### config.mk
export PLATFORM = sky130hd
export DESIGN_NAME = dest_drain_arbiter
export DESIGN_NICKNAME = d
export VERILOG_FILES = /design/src/rtl/dest_drain_arbiter.sv
export SDC_FILE = /design/constraint.sdc
export NUM_CORES = 1
export LEC_CHECK = 0
export BUFFER_PORTS_ARGS = -buffer_cell sky130_fd_sc_hd__buf_2
export CORE_MARGIN = 3
export CORE_UTILIZATION = 35
export CTS_BUF_LIST = sky130_fd_sc_hd__clkbuf_2 sky130_fd_sc_hd__clkbuf_4 sky130_fd_sc_hd__clkbuf_8
export DETAILED_ROUTE_END_ITERATION = 8
export GPL_TIMING_DRIVEN = 0
export HOLD_SLACK_MARGIN = 0.08
export MAX_ROUTING_LAYER = met4
export PLACE_DENSITY = 0.67
export SYNTH_ARGS = -nofsm -noshare
export SYNTH_HDL_FRONTEND = slang
export SYNTH_SLANG_ARGS = --single-unit
export TNS_END_PERCENT = 20
### constraint.sdc
create_clock -name clk -period 1.2 [get_ports clk]
set_input_delay 0 -clock clk [delete_from_list [all_inputs] [get_ports clk]]
set_output_delay 0 -clock clk [all_outputs]
set_load 0.03 [all_outputs]
### src/rtl/dest_drain_arbiter.sv
// dest_drain_arbiter: drains two destination FIFOs (D0/D1) one word at a time
// into a single ready-qualified sink. A four-state FSM (IDLE/POP/LOAD/HOLD)
// keeps at most one word in flight. On a tie, the grant goes round-robin.
// Optional build macro DEST_DRAIN_CNT_EN compiles in per-destination delivered
// word counters; without it, cnt_d0/cnt_d1 are tied to zero.
module dest_drain_arbiter #(
    parameter int WORD_SIZE = 6,
    parameter int CNT_W     = 5
) (
    input  logic                 clk,
    input  logic                 reset,
    input  logic                 d0_empty,
    input  logic                 d1_empty,
    input  logic [WORD_SIZE-1:0] data_in0,
    input  logic [WORD_SIZE-1:0] data_in1,
    input  logic                 sink_ready,
    output logic                 pop_D0,
    output logic                 pop_D1,
    output logic [WORD_SIZE-1:0] data_out,
    output logic                 valid_out,
    output logic                 dest_sel,
    output logic                 dest_err,
    output logic [CNT_W-1:0]     cnt_d0,
    output logic [CNT_W-1:0]     cnt_d1
);

    localparam logic [1:0] IDLE = 2'd0;
    localparam logic [1:0] POP  = 2'd1;
    localparam logic [1:0] LOAD = 2'd2;
    localparam logic [1:0] HOLD = 2'd3;

    // Bit of the word that names the destination it was routed to
    localparam int DEST_BIT = 4;

    logic [1:0]           state_q, state_d;
    logic                 grant_q, grant_d;
    logic                 last_grant_q, last_grant_d;
    logic [WORD_SIZE-1:0] data_q, data_d;
    logic                 sel_q, sel_d;
    logic                 err_q, err_d;
    logic [WORD_SIZE-1:0] cap_word;
    logic                 xfer_done;

    // Read data from whichever FIFO was popped; valid during LOAD
    assign cap_word  = grant_q ? data_in1 : data_in0;
    assign xfer_done = (state_q == HOLD) && sink_ready;

    // Outputs decode from registered state only, so pops are glitch-free
    assign pop_D0    = (state_q == POP) && !grant_q;
    assign pop_D1    = (state_q == POP) &&  grant_q;
    assign valid_out = (state_q == HOLD);
    assign data_out  = data_q;
    assign dest_sel  = sel_q;
    assign dest_err  = err_q;

    // Next-state, grant selection, and capture of the in-flight word
    always_comb begin
        state_d      = state_q;
        grant_d      = grant_q;
        last_grant_d = last_grant_q;
        data_d       = data_q;
        sel_d        = sel_q;
        err_d        = err_q;
        case (state_q)
            IDLE: begin
                // Empty flags are looked at only here; later changes cannot disturb a transfer
                if (!d0_empty || !d1_empty) begin
                    state_d = POP;
                    if (!d0_empty && !d1_empty) grant_d = ~last_grant_q;
                    else                        grant_d = d0_empty;
                    last_grant_d = grant_d;
                end
            end
            POP:  state_d = LOAD;
            LOAD: begin
                state_d = HOLD;
                data_d  = cap_word;
                sel_d   = grant_q;
                if (cap_word[DEST_BIT] != grant_q) err_d = 1'b1;
            end
            HOLD: if (sink_ready) state_d = IDLE;
            default: state_d = IDLE;
        endcase
    end

    // FSM, grant history and output word registers
    always_ff @(posedge clk or posedge reset) begin
        if (reset) begin
            state_q      <= IDLE;
            grant_q      <= 1'b0;
            last_grant_q <= 1'b1;
            data_q       <= '0;
            sel_q        <= 1'b0;
            err_q        <= 1'b0;
        end else begin
            state_q      <= state_d;
            grant_q      <= grant_d;
            last_grant_q <= last_grant_d;
            data_q       <= data_d;
            sel_q        <= sel_d;
            err_q        <= err_d;
        end
    end

`ifdef DEST_DRAIN_CNT_EN
    logic [CNT_W-1:0] cnt_d0_q, cnt_d0_d;
    logic [CNT_W-1:0] cnt_d1_q, cnt_d1_d;

    // Count completed transfers per source; wraps naturally at 2^CNT_W
    always_comb begin
        cnt_d0_d = cnt_d0_q;
        cnt_d1_d = cnt_d1_q;
        if (xfer_done && !grant_q) cnt_d0_d = CNT_W'(cnt_d0_q + 1'b1);
        if (xfer_done &&  grant_q) cnt_d1_d = CNT_W'(cnt_d1_q + 1'b1);
    end

    // Counter registers
    always_ff @(posedge clk or posedge reset) begin
        if (reset) begin
            cnt_d0_q <= '0;
            cnt_d1_q <= '0;
        end else begin
            cnt_d0_q <= cnt_d0_d;
            cnt_d1_q <= cnt_d1_d;
        end
    end

    assign cnt_d0 = cnt_d0_q;
    assign cnt_d1 = cnt_d1_q;
`else
    logic unused_done;
    assign unused_done = xfer_done;
    assign cnt_d0 = '0;
    assign cnt_d1 = '0;
`endif

endmodule

==> run metrics <==
DR iter-0 viols=8; run status=finished, violations left; number of global-route vias before repair=542; final-stage net count=150; Final Hold Viols=0; global-route usage over all layers=between 10% and 20%; number of endpoints failing setup at the final stage=6; wire length of the first global-routing pass=2.46 mm; min-delay worst type=primary input to flip-flop; critical register-to-register path startpoint=state_q[0]$_DFFE_PP0P_; number of nets with antenna violations after detailed routing=0; core region area=1840 um^2; register bit count reported by yosys=12; mean instance size in the synthesized netlist=10.4 um^2; via/cell ratio=4.17; most area-hungry cell type in the Yosys netlist=dfrtp_1; max cap viols=0; Gate Count Post-Synth=69; Port-buffer cells=27; antenna cells=0; Power Total=approximately 2.7 mW; Num Clock Sinks=12; cell count of the worst hold path=3; Longest Clk Path Bufs=2; layout cell share with drive strength beyond 1=51.6%; portion of the clock cycle consumed by the worst path in the final layout=105%; Horiz. Die Dim=51.3 um; DRC violations left=0; standby leakage power=a little under 0.6 nW; maximum fanout encountered on the critical timing path=4; Ys Warns=0; endpoint kind of the worst setup timing path=flip-flop; worst clock skew on the final layout=0.00474 ns; arrival time worst endpoint=1.42 ns; Fmax=about 790 MHz; drt total wl=1.63 mm; WHS=0.0954 ns; Clock transition at path regs=0.07 ns; cell chosen for the clock root=clkbuf_4; critical setup path kind=flip-flop to flip-flop; sum of net half-perimeters after detailed placement=around 1.1 mm; Wirelength per Cell=10.8 um; min cycle time layout=1.26 ns; Peak supply drop=1.33 mV; global route total overflow=0; placed cell count=130; placement-stage worst setup slack=-0.101 ns; RD Place Congestion=0.729; number of max-slew violations in the final report=0; sequential share of the synthesized area=a little over two fifths; depth of the most critical reg-to-reg path=5; worst-case register-to-register setup slack=-0.06 ns; endpoint of the lowest-slack register-to-register path=state_q[1]$_DFFE_PP0P_; clock latency of the later-clocked register in the worst-skew pair=0.27 ns; top post-synthesis cells by area=dfrtp_1 38%, buf_4 10%, ha_1 10%; vias after detailed routing=630; growth of design area from synthesis to finish=65.9%; violated checks=setup timing; filler-free cell count of the finished design=151; number of levels the H-tree was split into=1; Die Footprint=around 2600 um^2; y dimension of the die=51.3 um; Hold Path Sink=state_q[1]$_DFFE_PP0P_; Power per Cell Area=2290 nW/um^2; startpoint kind of the worst setup timing path=flip-flop; Starting Density=39.0%; antenna violations before repair=0; Distinct cells, synth=21; number of detailed-route iterations in the first pass=4; CTS tree=done; setup repair after global routing missed its margin=yes; largest net degree at the start of global routing=13; worst hold path startpoint=sink_ready; IO Pins=38; worst path required time=1.36 ns; placement row count=15; Worst Slack Setup Final=-0.0621 ns; number of CTS-inserted buffers=3; post-synthesis instance area=718 um^2; share of Yosys cell area claimed by the top area cell type=38.3%
-- cell usage in the layout, fill, tap and decap left out, drive strengths merged, types with 3 or more instances in the layout --
master,count
mux2,3
buf,42
clkbuf,4
conb,10
a21oi,7
dfrtp,11
nor2,8
ha,6
dlygate4sd3,14
inv,4
mux2i,7
-- how the worst max path moves through the flow --
stage,start,end,slack (ns),depth (start not counted)
2_1_floorplan,state_q[1]$_DFFE_PP0P_,state_q[1]$_DFFE_PP0P_,-0.03,4
3_3_place_gp,state_q[0]$_DFFE_PP0P_,state_q[1]$_DFFE_PP0P_,-0.08,5
4_1_cts,state_q[1]$_DFFE_PP0P_,state_q[1]$_DFFE_PP0P_,-0.06,5
6_report,state_q[0]$_DFFE_PP0P_,state_q[1]$_DFFE_PP0P_,-0.06,5
5_1_grt,state_q[0]$_DFFE_PP0P_,state_q[1]$_DFFE_PP0P_,-0.10,5
3_5_place_dp,state_q[0]$_DFFE_PP0P_,data_out[0]$_DFFE_PP0N_,-0.10,5
-- per-layer routing --
metal,up-vias,track usage (%),wire [um]
met5,-,-,0
met4,0,2.62,0
met3,0,4.66,149
met2,32,22.7,811
met1,276,14.2,664
li1,322,-,-
-- worst max-delay path, cell delays in order (launching register included) --
cell     delay, ns
dfrtp_2       0.47
inv_4         0.10
ha_4          0.14
nand3_2       0.06
o21ai_2       0.08
mux2_4        0.31
-- stage by stage --
| step | util (%) | setup TNS, ns | instance area [um^2] |
|---|---|---|---|
| floorplan | - | -0.0287 | 787 |
| global placement | 51.8 | -0.413 | 953 |
| detailed placement | 51.8 | -0.624 | 953 |
| CTS | 64.8 | -0.249 | 1190 |
| global route | 64.8 | -0.744 | 1190 |
| finish | 64.8 | -0.184 | 1190 |
-- where the power goes --
part / internal, mW / switching (mW) / total, mW
Combinational: 0.743 / 0.891 / 1.63
Sequential: 0.619 / 0.162 / 0.782
Clock: 0.184 / 0.130 / 0.315
-- flip-flops by register name, summed over array words and instances (netlist names) --
signal,flops
data_out,6
dest_sel,1
state_q,2
dest_err,1
last_grant_q,1
grant_q,1
-- synth_stat cells, drive strengths merged --
| library cell | instances |
|---|---|
| buf | 12 |
| dfrtp | 11 |
| nor2 | 8 |
| a21oi | 7 |
| mux2i | 7 |
| ha | 6 |
| inv | 4 |
| mux2 | 3 |
| o21ai | 2 |
| and2 | 1 |
| and2b | 1 |
| conb | 1 |
| dfstp | 1 |
| nand2b | 1 |
| nand3 | 1 |
| nor2b | 1 |
| o22a | 1 |
| or2 | 1 |
-- repair_timing --
item / 4_1_cts / 5_1_grt
gates resized for setup: 12 / 0
buffers inserted: 3 / 0
hold buffers: 14 / 0
endpoints found under the setup margin: 13 / 12
pin swaps: 1 / 0
endpoints found under the hold margin: 20 / 0
-- cell families (layout without fill, tap and decap cells) --
logic type | after synthesis | count (layout) | synth area share, %
AOI/OAI and AO/OA | 10 | 10 | 8.19
muxes | 10 | 10 | 14.5
other | 1 | 10 | 0.522
and+or+nand+nor | 14 | 14 | 9.58
adders and majority gates | 6 | 6 | 10.5
buffers and inverters | 16 | 64 | 14.8
DFF | 12 | 12 | 42.0
-- cell type report --
cell class / count / area [um^2]
fill: 141 / 648
clock buffer: 4 / 36.3
tap: 25 / 31.3
inverter: 4 / 20.0
buffer: 12 / 97.6
sequential: 12 / 304
timing repair buffer: 44 / 307
multi-input combinational: 50 / 395
No activity file was read; power rests on OpenSTA's default activity.
